==> config.mk <==
export PLATFORM = sky130hd
export DESIGN_NAME = noc_output_arbiter
export DESIGN_NICKNAME = d
export VERILOG_FILES = /design/src/rtl/noc_pkg.sv /design/src/rtl/priority_encoder.sv /design/src/rtl/noc_output_arbiter.sv
export SDC_FILE = /design/constraint.sdc
export NUM_CORES = 1
export LEC_CHECK = 0
export BUFFER_PORTS_ARGS = -buffer_cell sky130_fd_sc_hd__clkbuf_2
export CAP_MARGIN = 40
export CORE_AREA = 8 8 157 159
export DETAILED_ROUTE_END_ITERATION = 7
export DIE_AREA = 0 0 165 167
export PLACE_DENSITY_LB_ADDON = 0.1
export RECOVER_POWER = 25
export SETUP_SLACK_MARGIN = 0.05
export SYNTH_ARGS = -nofsm -noshare
export SYNTH_HDL_FRONTEND = slang
export SYNTH_HIERARCHICAL = 1
export SYNTH_SLANG_ARGS = --single-unit
==> constraint.sdc <==
create_clock -name clk -period 4.2 [get_ports clk]
set_input_delay 0.21 -clock clk [delete_from_list [all_inputs] [get_ports clk]]
set_output_delay 0.21 -clock clk [all_outputs]
set_load 0.03 [all_outputs]
==> src/rtl/noc_pkg.sv <==
// Shared NoC router types: arbiter state encoding and the default flit format.
package noc_pkg;

  typedef enum logic {
    IDLE   = 1'b0,
    LOCKED = 1'b1
  } arb_state_e;

  localparam int NOC_FLIT_WIDTH = 64;

  typedef logic [NOC_FLIT_WIDTH-1:0] flit_t;

endpackage

==> src/rtl/priority_encoder.sv <==
// Fixed-priority encoder: one-hot grant of the lowest set request bit.
module priority_encoder #(
  parameter int WIDTH = 5
) (
  input  logic [WIDTH-1:0] req,
  output logic [WIDTH-1:0] grant,
  output logic             valid
);

  // Two's-complement trick isolates the lowest set bit.
  assign grant = req & (~req + WIDTH'(1));
  assign valid = |req;

endmodule

==> src/rtl/noc_output_arbiter.sv <==
// Per-output-port wormhole arbiter: round-robin head selection, packet lock
// from head to tail, and a single registered output stage with valid/ready.
module noc_output_arbiter
  import noc_pkg::*;
#(
  parameter int NUM_INPUTS = 5,
  parameter int FLIT_WIDTH = NOC_FLIT_WIDTH
) (
  input  logic                           clk,
  input  logic                           rst,
  input  logic [NUM_INPUTS-1:0]          in_valid,
  input  logic [NUM_INPUTS-1:0]          in_head,
  input  logic [NUM_INPUTS-1:0]          in_tail,
  input  logic [NUM_INPUTS*FLIT_WIDTH-1:0] in_flit,
  output logic [NUM_INPUTS-1:0]          in_ready,
  output logic                           out_valid,
  output logic [FLIT_WIDTH-1:0]          out_flit,
  output logic                           out_tail,
  input  logic                           out_ready,
  output logic [NUM_INPUTS-1:0]          grant_onehot,
  output logic                           locked
);

  localparam int IDX_W = $clog2(NUM_INPUTS);

  function automatic logic [IDX_W-1:0] onehot2idx(input logic [NUM_INPUTS-1:0] oh);
    logic [IDX_W-1:0] idx;
    idx = '0;
    for (int i = 0; i < NUM_INPUTS; i++) begin
      if (oh[i]) idx |= IDX_W'(i);
    end
    return idx;
  endfunction

  arb_state_e              state_reg, state_next;
  logic [IDX_W-1:0]        last_grant_reg, last_grant_next;
  logic [NUM_INPUTS-1:0]   grant_reg, grant_next;
  logic                    out_valid_reg;
  logic [FLIT_WIDTH-1:0]   out_flit_reg;
  logic                    out_tail_reg;

  logic [NUM_INPUTS-1:0]   req, mask;
  logic [NUM_INPUTS-1:0]   masked_grant, all_grant, idle_pick;
  logic                    masked_valid, all_valid;
  logic                    acc, xfer;
  logic [IDX_W-1:0]        sel_idx;
  logic [FLIT_WIDTH-1:0]   flit_arr [NUM_INPUTS];
  logic [FLIT_WIDTH-1:0]   sel_flit;
  logic                    sel_tail;

  assign req = in_valid & in_head;

  genvar gi;
  generate
    for (gi = 0; gi < NUM_INPUTS; gi++) begin : g_in
      assign mask[gi]     = (gi > int'(last_grant_reg));
      assign flit_arr[gi] = in_flit[gi*FLIT_WIDTH +: FLIT_WIDTH];
    end
  endgenerate

  priority_encoder #(.WIDTH(NUM_INPUTS)) u_pe_masked (
    .req   (req & mask),
    .grant (masked_grant),
    .valid (masked_valid)
  );

  priority_encoder #(.WIDTH(NUM_INPUTS)) u_pe_all (
    .req   (req),
    .grant (all_grant),
    .valid (all_valid)
  );

  // Wrap to the unmasked search only when nothing sits above the pointer.
  assign idle_pick = masked_valid ? masked_grant : (all_valid ? all_grant : '0);
  assign acc       = !out_valid_reg || out_ready;

  always_comb begin
    in_ready = '0;
    if (acc) begin
      in_ready = (state_reg == IDLE) ? idle_pick : grant_reg;
    end
  end

  assign xfer     = |(in_valid & in_ready);
  assign sel_idx  = onehot2idx(in_ready);
  assign sel_flit = flit_arr[sel_idx];
  assign sel_tail = in_tail[sel_idx];

  always_comb begin
    state_next      = state_reg;
    last_grant_next = last_grant_reg;
    grant_next      = grant_reg;
    case (state_reg)
      IDLE: begin
        if (xfer) begin
          last_grant_next = sel_idx;
          if (!sel_tail) begin
            state_next = LOCKED;
            grant_next = in_ready;
          end
        end
      end
      LOCKED: begin
        // Owner's head bit is ignored here; only the tail ends the packet.
        if (xfer && sel_tail) begin
          state_next = IDLE;
          grant_next = '0;
        end
      end
      default: begin
        state_next = IDLE;
        grant_next = '0;
      end
    endcase
  end

  always_ff @(posedge clk or posedge rst) begin
    if (rst) begin
      state_reg      <= IDLE;
      last_grant_reg <= IDX_W'(NUM_INPUTS - 1);
      grant_reg      <= '0;
    end else begin
      state_reg      <= state_next;
      last_grant_reg <= last_grant_next;
      grant_reg      <= grant_next;
    end
  end

  always_ff @(posedge clk or posedge rst) begin
    if (rst) begin
      out_valid_reg <= 1'b0;
      out_flit_reg  <= '0;
      out_tail_reg  <= 1'b0;
    end else if (xfer) begin
      out_valid_reg <= 1'b1;
      out_flit_reg  <= sel_flit;
      out_tail_reg  <= sel_tail;
    end else if (out_ready) begin
      out_valid_reg <= 1'b0;
    end
  end

  assign out_valid    = out_valid_reg;
  assign out_flit     = out_flit_reg;
  assign out_tail     = out_tail_reg;
  assign grant_onehot = grant_reg;
  assign locked       = (state_reg == LOCKED);

endmodule

==> impl_metrics.py <==
metrics = {
    "status": {
        "status": "complete, but fails checks",
        "failed_checks": "capacitance limit, slew limit",
    },
    "floorplanning": {
        "die_x_um": 165,
        "start_util": 0.255,
        "io_pins": 415,
        "coreArea_um2": 22200,
        "dieArea_um2": 27600,
        "rows": 55,
        "die_h_um": 167,
    },
    "grt": {
        "grt.total_usage": 0.195,
        "grt_start_max_net_pins": 65,
        "antenna_found_initial": 3,
        "grt_pass1_vias": 7162,
        "overflow": 0,
        "grt_pass1_wl_mm": 42.1,
    },
    "synthesis": {
        "avgSynthCellArea_um2": 9.03,
        "netlist_area_um2": 5670,
        "synth_ff_type": "dfrtp_1",
        "synth_cell_types": 49,
        "synthMuxAreaShare": 0.119,
        "synth_top_family_by_area": "compound AO/OA/AOI/OAI gates",
        "yosysSeqAreaShare": 0.331,
        "synth_edf_count": 0,
        "ys_ff_latch": 75,
        "synth_compound_area_frac": 0.365,
        "synthXorXnorAreaFrac": 0,
        "ys_async_sr_fraction": 1.00,
        "ys_warn_count": 6,
        "synthAdderAreaFrac": 0,
        "syn_inst": 628,
        "synth_simple_gate_area_frac": 0.113,
    },
    "detailed_routing": {
        "postRouteAntennaNets": 0,
        "num_vias": 6606,
        "dr.pass1.iters": 4,
        "wl_per_cell_um": 21.5,
        "drc": 0,
        "vias_per_cell": 5.10,
        "drt-initial-drc-count": 311,
        "wl_mm": 27.9,
    },
    "timing": {
        "fmax_mhz": 266,
        "rsz0062_at_grt": "no",
        "skew_ps": 6.22,
        "min_period_over_period": 0.895,
        "drv_slew": 36,
        "period_minus_slack_ps": 3760,
        "setup_tns_ps": 0,
        "worst_pin_slew_ps": 1980,
        "setup_viol": 0,
        "relSlewSlack": -0.320,
        "hold_ws_ps": 165,
        "timing.final.ws_setup_ps": 440,
        "finalHoldViolCount": 0,
    },
    "worst_setup_path": {
        "endpoint": "grant_onehot[4]",
        "cp_slowest_cell": "nor4b_1",
        "worstPathCellList": "nor4b_1 -> nor4_2 -> nand2b_1 -> nor3b_1 -> a211oi_1 -> nor3_1 -> mux2i_1 -> o32a_1 -> a21o_1 -> a221o_1",
        "timing.critical_path.buf_inv": 0,
        "rr_worst_depth": 10,
        "cp_top_family": "simple AND/OR/NAND/NOR gates",
        "worstPathArrival_ps": 3980,
        "crit_cells": 10,
        "path_max_fanout": 12,
        "end_kind": "register",
        "slowest_delay_ps": 610,
        "cp-startpoint": "last_grant_reg[2]",
        "critPathRequiredTime_ps": 4420,
        "crit_type": "register to register",
        "regToRegStartpoint": "last_grant_reg[2]",
        "reg2reg_slack_ps": 440,
        "start_kind": "register",
        "r2r-end": "grant_onehot[4]",
    },
    "min_path": {
        "hold_class": "input port to register",
        "hold_path_startpoint": "in_flit[308]",
    },
    "pwr": {
        "total_power_mw": 8.13,
        "peakVddDrop_mv": 0.431,
        "leakagePower_nw": 4.22,
        "pwr_density_cell_nw_per_um2": 987,
    },
    "place": {
        "placedCellCount": 1277,
        "postPlaceCellArea_um2": 7950,
        "pre_cts_slack_ps": 345,
        "dp_hpwl_mm": 21.7,
        "port_buffers": 414,
        "place_congestion": 0.791,
    },
    "flow_run": {
        "maxCapViolCount": 1,
    },
    "final_layout": {
        "drive_gt1_frac": 0.448,
        "largest_reg_flops": 64,
        "finalNetCount": 1342,
        "final_core_util": 0.371,
        "finish.instance_area_um2": 8240,
        "area_growth_pct": 45.3,
        "fin_cells": 1295,
        "num-fill-cells": 2404,
    },
    "cts": {
        "cts_root_buffer": "clkbuf_16",
        "cts_tree": "built",
        "clk_pin_slew_ps": 60,
        "htreeDepth": 3,
        "clockBufferDepth": 2,
        "clkSinkCount": 75,
        "cts_inserted_buffers": 9,
        "insertion_delay_ps": 340,
        "post_cts_buffers": 0,
    },
}
-- routing by layer --
metal / global-route usage / up-vias / share of wire
met1: 0.225 / 3114 / 0.39
met3: 0.0582 / 28 / 0.082
met4: 0.0451 / 2 / 0.016
li1: - / 3184 / -
met2: 0.345 / 278 / 0.51
met5: 0 / - / 0.00039
-- cells in the mapped netlist (all sizes together), types with 2 or more instances --
| master | instances | area (um^2) |
|---|---|---|
| a21oi | 132 | 668 |
| dfrtp | 74 | 1850 |
| nor2 | 71 | 269 |
| a211o | 70 | 613 |
| mux2i | 65 | 651 |
| o32ai | 64 | 561 |
| buf | 39 | 269 |
| clkbuf | 32 | 120 |
| nor3b | 9 | 72.6 |
| and2 | 7 | 43.8 |
| nand2 | 7 | 26.3 |
| o21ai | 6 | 33.8 |
| inv | 5 | 18.8 |
| a221oi | 4 | 76.3 |
| nand2b | 4 | 25.0 |
| nand3b | 4 | 55.1 |
| a22o | 3 | 35.0 |
| nor2b | 3 | 18.8 |
| nor3 | 3 | 15.0 |
| nor4b | 3 | 26.3 |
| a211oi | 2 | 20.0 |
| and2b | 2 | 15.0 |
| and4 | 2 | 17.5 |
| and4b | 2 | 20.0 |
| mux2 | 2 | 22.5 |
| nor4 | 2 | 25.0 |
-- power breakdown --
part | total, mW | switching [mW] | internal (mW)
clock network | 0.829 | 0.312 | 0.517
registers | 1.38 | 0.246 | 1.14
logic | 5.92 | 3.72 | 2.20
total | 8.13 | 4.28 | 3.85
-- placed cells by master, fill, tap and decap left out, types with 3 or more instances in the layout --
cell type,instances
a211o_1,69
a21oi_1,130
and2_1,7
buf_12,4
buf_4,12
clkbuf_1,16
clkbuf_16,9
clkbuf_2,400
conb_1,5
dfrtp_1,74
inv_1,4
mux2i_1,65
nand2_1,7
nand2b_1,4
nor2_1,69
nor2b_1,3
nor3_1,3
nor3b_1,8
nor4b_1,3
o21ai_0,4
o32ai_1,64
-- cell type report --
class	count	area [um^2]	share of cell area
antenna	2	5.00	0.000607
sequential	75	1880	0.228
inverter	5	20.0	0.00243
clock inverter	5	78.8	0.00957
timing repair buffer	432	2240	0.272
multi-input combinational	481	3430	0.417
tap	285	357	0.0433
clock buffer	10	229	0.0278
-- kinds of logic (layout without fill, tap and decap cells) --
family / after synthesis / count (layout)
AO/OA/AOI/OAI: 288 / 288
AND/OR/NAND/NOR: 121 / 121
buffers and inverters: 76 / 452
flip-flops: 75 / 75
multiplexers: 67 / 67
other: 1 / 7
-- tightest hold or removal path: cells and delay by family --
kind / cells / cell delay (ps)
AO/OA/AOI/OAI: 2 / 180
buffers and inverters: 1 / 70
-- worst min path at each step --
stage,end,slack (ps),depth (start not counted)
floorplan,out_flit[15],410,2
global placement,out_flit[7],380,2
detailed placement,out_flit[7],110,2
CTS,out_flit[52],150,3
global route,out_flit[57],160,3
finish,out_flit[52],160,3
-- repair_timing --
item | 4_1_cts | 5_1_grt
endpoints found under the setup margin | 0 | 0
hold endpoints to repair | 8 | 0
resized for setup | 0 | 0
hold buffers | 1 | 0
Power figures use the tool's default switching activity.
